<file path="src/rtl/apb_master_n_if.sv">
// Request/response and APB completer signals for apb_master_n.
// The master modport is the DUT view and the slave modport is the requester/completer view.
interface apb_master_n_if #(
  parameter int unsigned ADDR_WIDTH = 32,
  parameter int unsigned DATA_WIDTH = 32,
  parameter int unsigned NUM_SLAVES = 4
);
  localparam int unsigned STRB_WIDTH = DATA_WIDTH / 8;

  logic                  req_valid;
  logic                  req_ready;
  logic                  req_write;
  logic [ADDR_WIDTH-1:0] req_addr;
  logic [DATA_WIDTH-1:0] req_wdata;
  logic [STRB_WIDTH-1:0] req_strb;

  logic                  rsp_valid;
  logic [DATA_WIDTH-1:0] rsp_rdata;
  logic                  rsp_err;

  logic [NUM_SLAVES-1:0] PSEL;
  logic                  PENABLE;
  logic                  PWRITE;
  logic [ADDR_WIDTH-1:0] PADDR;
  logic [DATA_WIDTH-1:0] PWDATA;
  logic [STRB_WIDTH-1:0] PSTRB;
  logic [DATA_WIDTH-1:0] PRDATA;
  logic                  PREADY;
  logic                  PSLVERR;

  modport master (
    input  req_valid, req_write, req_addr, req_wdata, req_strb,
    input  PRDATA, PREADY, PSLVERR,
    output req_ready, rsp_valid, rsp_rdata, rsp_err,
    output PSEL, PENABLE, PWRITE, PADDR, PWDATA, PSTRB
  );

  modport slave (
    output req_valid, req_write, req_addr, req_wdata, req_strb,
    output PRDATA, PREADY, PSLVERR,
    input  req_ready, rsp_valid, rsp_rdata, rsp_err,
    input  PSEL, PENABLE, PWRITE, PADDR, PWDATA, PSTRB
  );
endinterface

</file>
<file path="src/rtl/apb_master_n.sv">
// APB requester bridging a valid/ready request port onto NUM_SLAVES PSEL lines.
// Define APB_TIMEOUT_EN to abort ACCESS after TIMEOUT_CYCLES wait states.
module apb_master_n #(
  parameter int unsigned ADDR_WIDTH     = 32,
  parameter int unsigned DATA_WIDTH     = 32,
  parameter int unsigned NUM_SLAVES     = 4,
  parameter int unsigned TIMEOUT_CYCLES = 16
) (
  input  logic            PCLK,
  input  logic            PRESET,
  apb_master_n_if.master  bus
);
  localparam int unsigned STRB_WIDTH = DATA_WIDTH / 8;
  localparam int unsigned SEL_BITS   = (NUM_SLAVES > 1) ? $clog2(NUM_SLAVES) : 1;

  typedef enum logic [1:0] {IDLE, SETUP, ACCESS} state_t;

  state_t                state_q, state_d;
  logic [NUM_SLAVES-1:0] psel_q, psel_d;
  logic                  penable_q, penable_d;
  logic                  pwrite_q, pwrite_d;
  logic [ADDR_WIDTH-1:0] paddr_q, paddr_d;
  logic [DATA_WIDTH-1:0] pwdata_q, pwdata_d;
  logic [STRB_WIDTH-1:0] pstrb_q, pstrb_d;
  logic                  rsp_valid_q, rsp_valid_d;
  logic [DATA_WIDTH-1:0] rsp_rdata_q, rsp_rdata_d;
  logic                  rsp_err_q, rsp_err_d;
  logic                  err_pend_q, err_pend_d;

  logic [SEL_BITS-1:0]   req_idx;
  logic                  req_idx_ok;
  logic [NUM_SLAVES-1:0] req_onehot;
  logic                  accept;
  logic                  timeout;

  assign req_idx    = bus.req_addr[ADDR_WIDTH-1 -: SEL_BITS];
  assign req_idx_ok = (32'(req_idx) < NUM_SLAVES);

  always_comb begin
    req_onehot = '0;
    for (int unsigned i = 0; i < NUM_SLAVES; i++) begin
      req_onehot[i] = (32'(req_idx) == i);
    end
  end

  assign bus.req_ready = (state_q == IDLE) || ((state_q == ACCESS) && bus.PREADY);
  assign accept        = bus.req_valid && bus.req_ready;

`ifdef APB_TIMEOUT_EN
  localparam int unsigned CNT_W = $clog2(TIMEOUT_CYCLES + 1);

  logic [CNT_W-1:0] wait_cnt_q, wait_cnt_d;

  always_comb begin
    wait_cnt_d = wait_cnt_q;
    timeout    = 1'b0;
    if (state_q == SETUP) begin
      wait_cnt_d = '0;
    end else if ((state_q == ACCESS) && !bus.PREADY) begin
      wait_cnt_d = wait_cnt_q + 1'b1;
      timeout    = (32'(wait_cnt_d) == TIMEOUT_CYCLES);
    end
  end

  always_ff @(posedge PCLK or posedge PRESET) begin
    if (PRESET) wait_cnt_q <= '0;
    else        wait_cnt_q <= wait_cnt_d;
  end
`else
  // No wait counter: ACCESS holds until PREADY, TIMEOUT_CYCLES is inert.
  assign timeout = (TIMEOUT_CYCLES == 0) & 1'b0;
`endif

  always_comb begin
    state_d     = state_q;
    psel_d      = psel_q;
    penable_d   = penable_q;
    pwrite_d    = pwrite_q;
    paddr_d     = paddr_q;
    pwdata_d    = pwdata_q;
    pstrb_d     = pstrb_q;
    rsp_valid_d = 1'b0;
    rsp_rdata_d = rsp_rdata_q;
    rsp_err_d   = rsp_err_q;
    err_pend_d  = 1'b0;

    if (err_pend_q) begin
      rsp_valid_d = 1'b1;
      rsp_err_d   = 1'b1;
      rsp_rdata_d = '0;
    end

    case (state_q)
      IDLE: ;
      SETUP: begin
        state_d   = ACCESS;
        penable_d = 1'b1;
      end
      ACCESS: begin
        if (bus.PREADY) begin
          rsp_valid_d = 1'b1;
          rsp_err_d   = bus.PSLVERR;
          if (!pwrite_q) rsp_rdata_d = bus.PRDATA;
          state_d     = IDLE;
          psel_d      = '0;
          penable_d   = 1'b0;
        end else if (timeout) begin
          rsp_valid_d = 1'b1;
          rsp_err_d   = 1'b1;
          rsp_rdata_d = '0;
          state_d     = IDLE;
          psel_d      = '0;
          penable_d   = 1'b0;
        end
      end
      default: state_d = IDLE;
    endcase

    if (accept) begin
      if (req_idx_ok) begin
        state_d   = SETUP;
        psel_d    = req_onehot;
        penable_d = 1'b0;
        pwrite_d  = bus.req_write;
        paddr_d   = bus.req_addr;
        pwdata_d  = bus.req_wdata;
        pstrb_d   = bus.req_write ? bus.req_strb : '0;
      end else if (rsp_valid_d) begin
        // Completion response already owns the next cycle; the error follows one cycle later.
        err_pend_d = 1'b1;
      end else begin
        rsp_valid_d = 1'b1;
        rsp_err_d   = 1'b1;
        rsp_rdata_d = '0;
      end
    end
  end

  always_ff @(posedge PCLK or posedge PRESET) begin
    if (PRESET) begin
      state_q     <= IDLE;
      psel_q      <= '0;
      penable_q   <= 1'b0;
      pwrite_q    <= 1'b0;
      paddr_q     <= '0;
      pwdata_q    <= '0;
      pstrb_q     <= '0;
      rsp_valid_q <= 1'b0;
      rsp_rdata_q <= '0;
      rsp_err_q   <= 1'b0;
      err_pend_q  <= 1'b0;
    end else begin
      state_q     <= state_d;
      psel_q      <= psel_d;
      penable_q   <= penable_d;
      pwrite_q    <= pwrite_d;
      paddr_q     <= paddr_d;
      pwdata_q    <= pwdata_d;
      pstrb_q     <= pstrb_d;
      rsp_valid_q <= rsp_valid_d;
      rsp_rdata_q <= rsp_rdata_d;
      rsp_err_q   <= rsp_err_d;
      err_pend_q  <= err_pend_d;
    end
  end

  assign bus.PSEL      = psel_q;
  assign bus.PENABLE   = penable_q;
  assign bus.PWRITE    = pwrite_q;
  assign bus.PADDR     = paddr_q;
  assign bus.PWDATA    = pwdata_q;
  assign bus.PSTRB     = pstrb_q;
  assign bus.rsp_valid = rsp_valid_q;
  assign bus.rsp_rdata = rsp_rdata_q;
  assign bus.rsp_err   = rsp_err_q;
endmodule
</file>
<file path="src/flat_wrapper.sv">
// flat-port wrapper written by rule: the top's interface ports become plain ports
module apb_master_n_flat 
#(
  parameter int unsigned ADDR_WIDTH     = 32,
  parameter int unsigned DATA_WIDTH     = 32,
  parameter int unsigned NUM_SLAVES     = 4,
  parameter int unsigned TIMEOUT_CYCLES = 16
)
  (PCLK, PRESET, bus_req_valid, bus_req_write, bus_req_addr, bus_req_wdata, bus_req_strb, bus_PRDATA, bus_PREADY, bus_PSLVERR, bus_req_ready, bus_rsp_valid, bus_rsp_rdata, bus_rsp_err, bus_PSEL, bus_PENABLE, bus_PWRITE, bus_PADDR, bus_PWDATA, bus_PSTRB);
  apb_master_n_if #(.ADDR_WIDTH(ADDR_WIDTH), .DATA_WIDTH(DATA_WIDTH), .NUM_SLAVES(NUM_SLAVES)) bus_i ();
  input  logic PCLK;
  input  logic PRESET;
  input wire logic [$bits(bus_i.req_valid)-1:0] bus_req_valid;
  input wire logic [$bits(bus_i.req_write)-1:0] bus_req_write;
  input wire logic [$bits(bus_i.req_addr)-1:0] bus_req_addr;
  input wire logic [$bits(bus_i.req_wdata)-1:0] bus_req_wdata;
  input wire logic [$bits(bus_i.req_strb)-1:0] bus_req_strb;
  input wire logic [$bits(bus_i.PRDATA)-1:0] bus_PRDATA;
  input wire logic [$bits(bus_i.PREADY)-1:0] bus_PREADY;
  input wire logic [$bits(bus_i.PSLVERR)-1:0] bus_PSLVERR;
  output wire logic [$bits(bus_i.req_ready)-1:0] bus_req_ready;
  output wire logic [$bits(bus_i.rsp_valid)-1:0] bus_rsp_valid;
  output wire logic [$bits(bus_i.rsp_rdata)-1:0] bus_rsp_rdata;
  output wire logic [$bits(bus_i.rsp_err)-1:0] bus_rsp_err;
  output wire logic [$bits(bus_i.PSEL)-1:0] bus_PSEL;
  output wire logic [$bits(bus_i.PENABLE)-1:0] bus_PENABLE;
  output wire logic [$bits(bus_i.PWRITE)-1:0] bus_PWRITE;
  output wire logic [$bits(bus_i.PADDR)-1:0] bus_PADDR;
  output wire logic [$bits(bus_i.PWDATA)-1:0] bus_PWDATA;
  output wire logic [$bits(bus_i.PSTRB)-1:0] bus_PSTRB;
  assign bus_i.req_valid = bus_req_valid;
  assign bus_i.req_write = bus_req_write;
  assign bus_i.req_addr = bus_req_addr;
  assign bus_i.req_wdata = bus_req_wdata;
  assign bus_i.req_strb = bus_req_strb;
  assign bus_i.PRDATA = bus_PRDATA;
  assign bus_i.PREADY = bus_PREADY;
  assign bus_i.PSLVERR = bus_PSLVERR;
  assign bus_req_ready = bus_i.req_ready;
  assign bus_rsp_valid = bus_i.rsp_valid;
  assign bus_rsp_rdata = bus_i.rsp_rdata;
  assign bus_rsp_err = bus_i.rsp_err;
  assign bus_PSEL = bus_i.PSEL;
  assign bus_PENABLE = bus_i.PENABLE;
  assign bus_PWRITE = bus_i.PWRITE;
  assign bus_PADDR = bus_i.PADDR;
  assign bus_PWDATA = bus_i.PWDATA;
  assign bus_PSTRB = bus_i.PSTRB;
  apb_master_n #(.ADDR_WIDTH(ADDR_WIDTH), .DATA_WIDTH(DATA_WIDTH), .NUM_SLAVES(NUM_SLAVES), .TIMEOUT_CYCLES(TIMEOUT_CYCLES)) u_core (.PCLK(PCLK), .PRESET(PRESET), .bus(bus_i));
endmodule
</file>
<file path="config.mk">
export PLATFORM = sky130hd
export DESIGN_NAME = apb_master_n_flat
export DESIGN_NICKNAME = d
export VERILOG_FILES = /design/src/rtl/apb_master_n_if.sv /design/src/rtl/apb_master_n.sv /design/src/flat_wrapper.sv
export SDC_FILE = /design/constraint.sdc
export NUM_CORES = 1
export LEC_CHECK = 0
export ABC_CLOCK_PERIOD_IN_PS = 4760
export CORE_MARGIN = 2
export CORE_UTILIZATION = 41
export CTS_CLUSTER_SIZE = 40
export DETAILED_ROUTE_END_ITERATION = 7
export PLACE_DENSITY_LB_ADDON = 0.3
export SLEW_MARGIN = 10
export SYNTH_ARGS = -nofsm -noshare
export SYNTH_HDL_FRONTEND = slang
export SYNTH_SLANG_ARGS = --single-unit
</file>
<file path="constraint.sdc">
create_clock -name PCLK -period 4.76 [get_ports PCLK]
set_input_delay 0.952 -clock PCLK [delete_from_list [all_inputs] [get_ports PCLK]]
set_output_delay 0.952 -clock PCLK [all_outputs]
set_load 0.01 [all_outputs]
</file>
==> summary.md, run 1 <==
| Metric | Value |
|---|---|
| Share of cells above drive strength 1 | approximately 25% |
| Final Slew Violations | 0 |
| IO Pins | 215 |
| Final instance area | ~6900 sq um |
| Setup ws final | 1.423 ns |
| Worst path slowest cell | clkdlybuf4s50_1 |
| Worst-path clk slew | about 0.1 ns |
| Final min period | 3.337 ns |
| Worst-path cell chain | clkdlybuf4s50_1 -> and2_4 -> nor2_4 -> inv_4 -> clkdlybuf4s50_1 |
| Largest net degree at the start of global routing | 111 |
| Core area | 10840 sq um |
| Internal power | 3.126 mW |
| Final core utilization | ~64% |
| Num CTS Buffers | 9 |
| CTS Hold Buffers Added | 0 |
| DR top layer | met4 |
| Met1 Wirelength | ~3800 um |
| Max IR drop VDD | 0.3551 mV |
| Vias/cell | ~4.7 |
| Fill cells | ~840 |
| DR DRC count | 0 |
| Die Y | 109.4 um |
| Req. time, crit path | 3.81 ns |
| #FFs+latches synth | 110 |
| Routability cong. | 0.6939 |
| Synthesized cell area | 4553 sq um |
| Switch Pwr | 1.333 mW |
| Register share of total power | a little under two fifths |
| Clk_lat worst skew | 0.36 ns |
| Max-slew headroom | 49.85% |
| H-tree lvl count | 3 |
| Max incr delay on CP | 0.55 ns |
| Setup Buffers After CTS | 0 |
| Worst slack, placed | 1.422 ns |
| Clock root buffer | clkbuf_8 |
| Leakage | 3.078 nW |
| Tightest Pin Transition | 0.7522 ns |
| Initial antenna violation count | 0 |
| Max Root-Sink Buffers | 2 |
| Yosys top cell area share | 60.46% |
| Final period util | 70.11% |
| Skew final | 0.01312 ns |
| Power Density | 644.2 nW/um^2 |
| Cell count after synthesis | between 200 and 300 |
| Overflow after GRT | 0 |
| Clock power share | between 10 and 15% |
| Diodes inserted | 0 |
| Register area share after synthesis | 60.46% |
| Setup TNS after final layout | 0 ns |
| Register Area | about 2800 sq um |
| Routed wire per std cell | 15.79 um |
| Area contributors post-synth | dfrtp_1 60%, mux2_4 20%, mux2_2 8.9%, buf_12 2.6%, buf_6 0.99% |
| Most frequent cells in the layout | 214 x clkdlybuf4s50_1, 110 x dfrtp_1, 62 x mux2_4 |
| Starting density of the core | a little over two fifths |
| Max Fclk | 299.7 MHz |
| Setup CP Type | input pin to output pin |
| Met2 wire length | 4808 um |
| Fin cells | 623 |
| Worst setup EP type | output pin |
| Total power after layout | 4.459 mW |
| Fin. Hold Viols | 0 |
| Hold_ws | 0.4889 ns |
| Final wirelength | 9836 um |
| Most used cell, CP | clkdlybuf4s50_1 |
| RSZ-0062 raised after global routing | false |
| DIE AREA | 11960 sq um |
| Synth area leader | dfrtp_1 |
| CTS tree | yes |
| Commonest non-fill, non-tap cell in the layout | clkdlybuf4s50_1 |
| Drt first pass iters | 4 |
| Synthesized Nets | 372 |
| Status | finished, final reports clean |
| Synth warnings | 0 |
| Avg Inst Size Synth | 17.31 sq um |
| Switch share | 29.89% |
| Die width | 109.4 um |
| # resized after CTS | 0 |
| Final setup violation count | 0 |
| Max_cap viols | 0 |
| Vias | a little under 3000 |
| Data arrival, critical path | between 2 and 2.5 ns |
| Hold Path Class | register to register |
| Row cnt | 38 |
| Placed Cells | 607 |
| Gr usage total | 16.28% |
| DP HPWL | 7228 um |
| Area growth, synth to finish | 52.02% |
| Initial DRC Count | 96 |
| Antenna Nets Post-Route | 0 |
| Routed met3 length | 971 um |
| Fin nets | 587 |
| Vias in the first global route | just over 3000 |
| CP Max Fanout | 6 |
| Placed Area | 6723 sq um |
| Distinct cell type count after synthesis | 24 |
| Area of the multi-input gates | between 1500 and 2000 sq um |
| Gate power share | 50.6% |
| First-pass GRT wire length | 14950 um |
| Startpoint types | input pin |
| Port Buffer Count | 214 |
| Sinks on Clock Net | 110 |
-- registers in the layout, indices dropped and copies added (netlist names) --
| register | cells |
|---|---|
| u_core.bus.PENABLE | 1 |
| u_core.bus.rsp_err | 1 |
| u_core.bus.PADDR | 32 |
| u_core.bus.PWRITE | 1 |
| u_core.bus.rsp_rdata | 32 |
| u_core.bus.PWDATA | 32 |
| u_core.bus.PSTRB | 4 |
| u_core.bus.PSEL | 4 |
| u_core.bus.rsp_valid | 1 |
| u_core.state_q | 2 |
-- power groups by stage --
| stage | Combinational (mW) | Clock [mW] | Sequential (mW) |
|---|---|---|---|
| global route | 2.41 | 0.616 | 1.71 |
| floorplan | 0.959 | 0 | 1.87 |
| finish | 2.26 | 0.552 | 1.65 |
| CTS | 2.29 | 0.576 | 1.66 |
| global placement | 2.25 | 0 | 1.65 |
| detailed placement | 2.29 | 0 | 1.67 |
-- critical path: cells and delay by family --
kind / cells / cell delay (ns)
AND/OR/NAND/NOR: 2 / 0.25
buffers and inverters: 3 / 1.17
-- worst paths after layout --
path | cells past startpoint | slack [ns] | to | from
min in group asynchronous | 3 | 1.08 | u_core.bus.rsp_err | PRESET
max in group asynchronous | 3 | 3.27 | u_core.bus.PWDATA[27] | PRESET
setup reg to reg | 7 | 2.61 | u_core.bus.PADDR[4] | u_core.state_q[0]
hold reg to reg | 2 | 0.49 | u_core.bus.PSEL[3] | u_core.bus.PSEL[3]
hold / removal | 2 | 0.49 | u_core.bus.PSEL[3] | u_core.bus.PSEL[3]
setup / recovery | 5 | 1.42 | bus_req_ready | bus_PREADY
-- Yosys cell counts, drive strengths merged --
cell type / number
and2: 1
o21ai: 7
clkbuf: 1
nand2b: 3
mux2: 99
o2bb2ai: 4
a22oi: 1
ha: 3
nand3: 4
o31ai: 1
nor2: 1
inv: 4
dfrtp: 110
buf: 11
nand2: 8
and2b: 1
a21oi: 3
or2b: 1
-- cell families after synthesis --
family / count (synthesis) / share of synthesized area [%]
AOI/OAI and AO/OA: 16 / 2.198
adders and majority gates: 3 / 0.8245
buffers and inverters: 16 / 4.287
DFF: 110 / 60.46
muxes: 99 / 29.60
and+or+nand+nor: 19 / 2.638
-- layer usage --
metal  vias to the layer above  track usage [%]
met5                         -                0
met4                         0            7.505
met3                        15            5.157
met2                       127            26.32
met1                      1433            19.88
li1                       1344                -
-- layout make-up --
cell class	count	share of cell area [%]
sequential	110	39.77
clock buffer	9	1.790
tap	140	2.531
inverter	4	0.2892
clock inverter	7	1.085
multi-input combinational	137	23.19
timing repair buffer	216	31.34
Note: power is estimated with default switching activity, not from simulation.
==> run 2, diff against run 1 <==
--- a/config.mk
+++ b/config.mk
@@ -5,7 +5,7 @@
 export SDC_FILE = /design/constraint.sdc
 export NUM_CORES = 1
 export LEC_CHECK = 0
-export ABC_CLOCK_PERIOD_IN_PS = 4760
+export ABC_CLOCK_PERIOD_IN_PS = 3360
 export CORE_MARGIN = 2
 export CORE_UTILIZATION = 41
 export CTS_CLUSTER_SIZE = 40
==> constraint.sdc (replaced) <==
create_clock -name PCLK -period 3.36 [get_ports PCLK]
set_input_delay 0.672 -clock PCLK [delete_from_list [all_inputs] [get_ports PCLK]]
set_output_delay 0.672 -clock PCLK [all_outputs]
set_load 0.01 [all_outputs]
==> summary.md, run 2 (same netlist as run 1, synthesis figures left out) <==
| Metric | Value |
|---|---|
| Routability cong. | 0.6943 (was 0.6939) |
| Initial DRC Count | 95 (was 96) |
| Startpoint types | input pin (unchanged) |
| Worst-path cell chain | clkdlybuf4s50_1 -> and2_4 -> nor2_4 -> inv_4 -> clkdlybuf4s50_1 (unchanged) |
| Data arrival, critical path | 2.09 ns (was 2.39 ns) |
| IO Pins | 215 (unchanged) |
| Gr usage total | 16.86% (was 16.28%) |
| Antenna Nets Post-Route | 0 (unchanged) |
| Starting density of the core | 42.00% (unchanged) |
| Max incr delay on CP | 0.55 ns (about the same) |
| Skew final | 0.01141 ns (was 0.01312 ns) |
| Fill cells | 823 (was 841) |
| Setup CP Type | input pin to output pin (unchanged) |
| Routed wire per std cell | 16.39 um (was 15.79 um) |
| Clock power share | 14.3% (was 12.4%) |
| Hold Path Class | register to register (unchanged) |
| Worst path slowest cell | clkdlybuf4s50_1 (unchanged) |
| Final min period | ~2.8 ns |
| Setup Buffers After CTS | 0 (unchanged) |
| Vias in the first global route | 3170 (was 3018) |
| Drt first pass iters | 4 (unchanged) |
| Commonest non-fill, non-tap cell in the layout | clkdlybuf4s50_1 (unchanged) |
| Sinks on Clock Net | 110 (unchanged) |
| DIE AREA | 11960 sq um (unchanged) |
| Clk_lat worst skew | 0.36 ns (about the same) |
| Most frequent cells in the layout | 214 x clkdlybuf4s50_1, 110 x dfrtp_1, 62 x mux2_4 (unchanged) |
| Internal power | 4.594 mW (was 3.126 mW) |
| CP Max Fanout | 6 (unchanged) |
| Switch Pwr | 1.932 mW (was 1.333 mW) |
| Initial antenna violation count | 0 (unchanged) |
| Max_cap viols | 0 (unchanged) |
| Die width | 109.4 um (unchanged) |
| Status | finished, final reports clean (unchanged) |
| Area growth, synth to finish | 53.83% (was 52.02%) |
| Vias | 2894 (was 2919) |
| CTS Hold Buffers Added | 0 (unchanged) |
| Req. time, crit path | 2.69 ns (was 3.81 ns) |
| Clock root buffer | clkbuf_8 (unchanged) |
| Max Fclk | 361.5 MHz |
| # resized after CTS | 0 (unchanged) |
| Worst setup EP type | output pin (unchanged) |
| CTS tree | yes (unchanged) |
| Most used cell, CP | clkdlybuf4s50_1 (unchanged) |
| Max Root-Sink Buffers | 2 (unchanged) |
| Row cnt | 38 (unchanged) |
| Final setup violation count | 0 (unchanged) |
| Worst Path Buf+Inv | 3 (unchanged) |
| Hold_ws | 0.4942 ns (was 0.4889 ns) |
| Register share of total power | 36.2% (was 37.0%) |
| Port Buffer Count | 214 (unchanged) |
| Die Y | 109.4 um (unchanged) |
| Vias/cell | 4.623 (was 4.685) |
| Overflow after GRT | 0 (unchanged) |
| Share of cells above drive strength 1 | 25.51% (was 25.05%) |
| Largest net degree at the start of global routing | 88 (was 111) |
| CP top delay family | buffers and inverters (unchanged) |
| Setup TNS after final layout | 0 ns (unchanged) |
| Final period util | 82.32% |
| First-pass GRT wire length | 15550 um (was 14950 um) |
| Num CTS Buffers | 9 (unchanged) |
| Final Slew Violations | 0 (unchanged) |
| Fin. Hold Viols | 0 (unchanged) |
| DR DRC count | 0 (unchanged) |
| Final wirelength | 10260 um (was 9836 um) |
| Fin nets | 590 (was 587) |
| Worst-path clk slew | 0.10 ns (about the same) |
| DP HPWL | 7784 um (was 7228 um) |
| H-tree lvl count | 3 (unchanged) |
| Switch share | 29.60% (was 29.89%) |
| RSZ-0062 raised after global routing | false (unchanged) |
| Power Density | 931.7 nW/um^2 (was 644.2 nW/um^2) |
| Leakage | 3.125 nW (was 3.078 nW) |
| Max IR drop VDD | 0.4562 mV (was 0.3551 mV) |
| Max-slew headroom | 63.47% (was 49.85%) |
| Gate power share | 49.4% (was 50.6%) |
| Tightest Pin Transition | 0.5468 ns (was 0.7522 ns) |
| Core area | 10840 sq um (unchanged) |
| Diodes inserted | 0 (unchanged) |
run 2: power by group through the flow:
stage	registers [mW]	logic, mW	clock network [mW]
floorplan	2.65	1.36	0
global placement	2.36	3.19	0
detailed placement	2.38	3.27	0
CTS	2.37	3.27	0.968
global route	2.45	3.42	1.03
finish	2.37	3.23	0.935
run 2: area by class of cell:
class	instances	area (sq um)	share of cell area, %
sequential	110	2753	39.30
timing repair buffer	219	2205	31.48
multi-input combinational	137	1605	22.92
tap	140	175.2	2.501
clock buffer	9	123.9	1.768
clock inverter	7	121.4	1.733
inverter	4	21.27	0.3037
run 2: final timing paths:
kind,start,to,cells past startpoint,slack [ns]
hold reg to reg,u_core.bus.PSEL[3],u_core.bus.PSEL[3],2,0.49
setup reg to reg,u_core.state_q[0],u_core.bus.PWDATA[26],8,1.24
max in group asynchronous,PRESET,u_core.bus.PADDR[13],3,1.85
hold / removal,u_core.bus.PSEL[3],u_core.bus.PSEL[3],2,0.49
setup / recovery,bus_PREADY,bus_req_ready,5,0.59
min in group asynchronous,PRESET,u_core.bus.PWDATA[30],2,0.69
run 2: routing by layer:
metal | part of all wire (%) | wire length, um | vias up | track usage (%)
li1 | - | - | 1348 | -
met1 | 38 | 3896 | 1392 | 19.42
met2 | 49 | 5073 | 144 | 28.70
met3 | 11 | 1165 | 10 | 6.995
met4 | 1.2 | 128 | 0 | 5.063
met5 | 0 | 0 | - | 0
run 2: per-stage QoR:
stage / power (mW) / util (%) / std cells / area [sq um] / worst slack [ns]
6_report: 6.526 / 64.61 / 626 / 7004 / 0.5941
5_1_grt: 6.900 / 64.61 / 626 / 7004 / 0.5557
4_1_cts: 6.615 / 64.61 / 626 / 7004 / 0.5970
3_5_place_dp: 5.653 / 62.35 / 610 / 6759 / 0.5972
3_3_place_gp: 5.550 / 62.35 / 610 / 6759 / 0.6212
2_1_floorplan: 4.010 / - / 263 / 4557 / 1.359
run 2: worst min-delay path, cell delays in order (launching register included):
cell and delay, ns:
dfrtp_1 0.35, nand2_1 0.05, o21ai_0 0.06
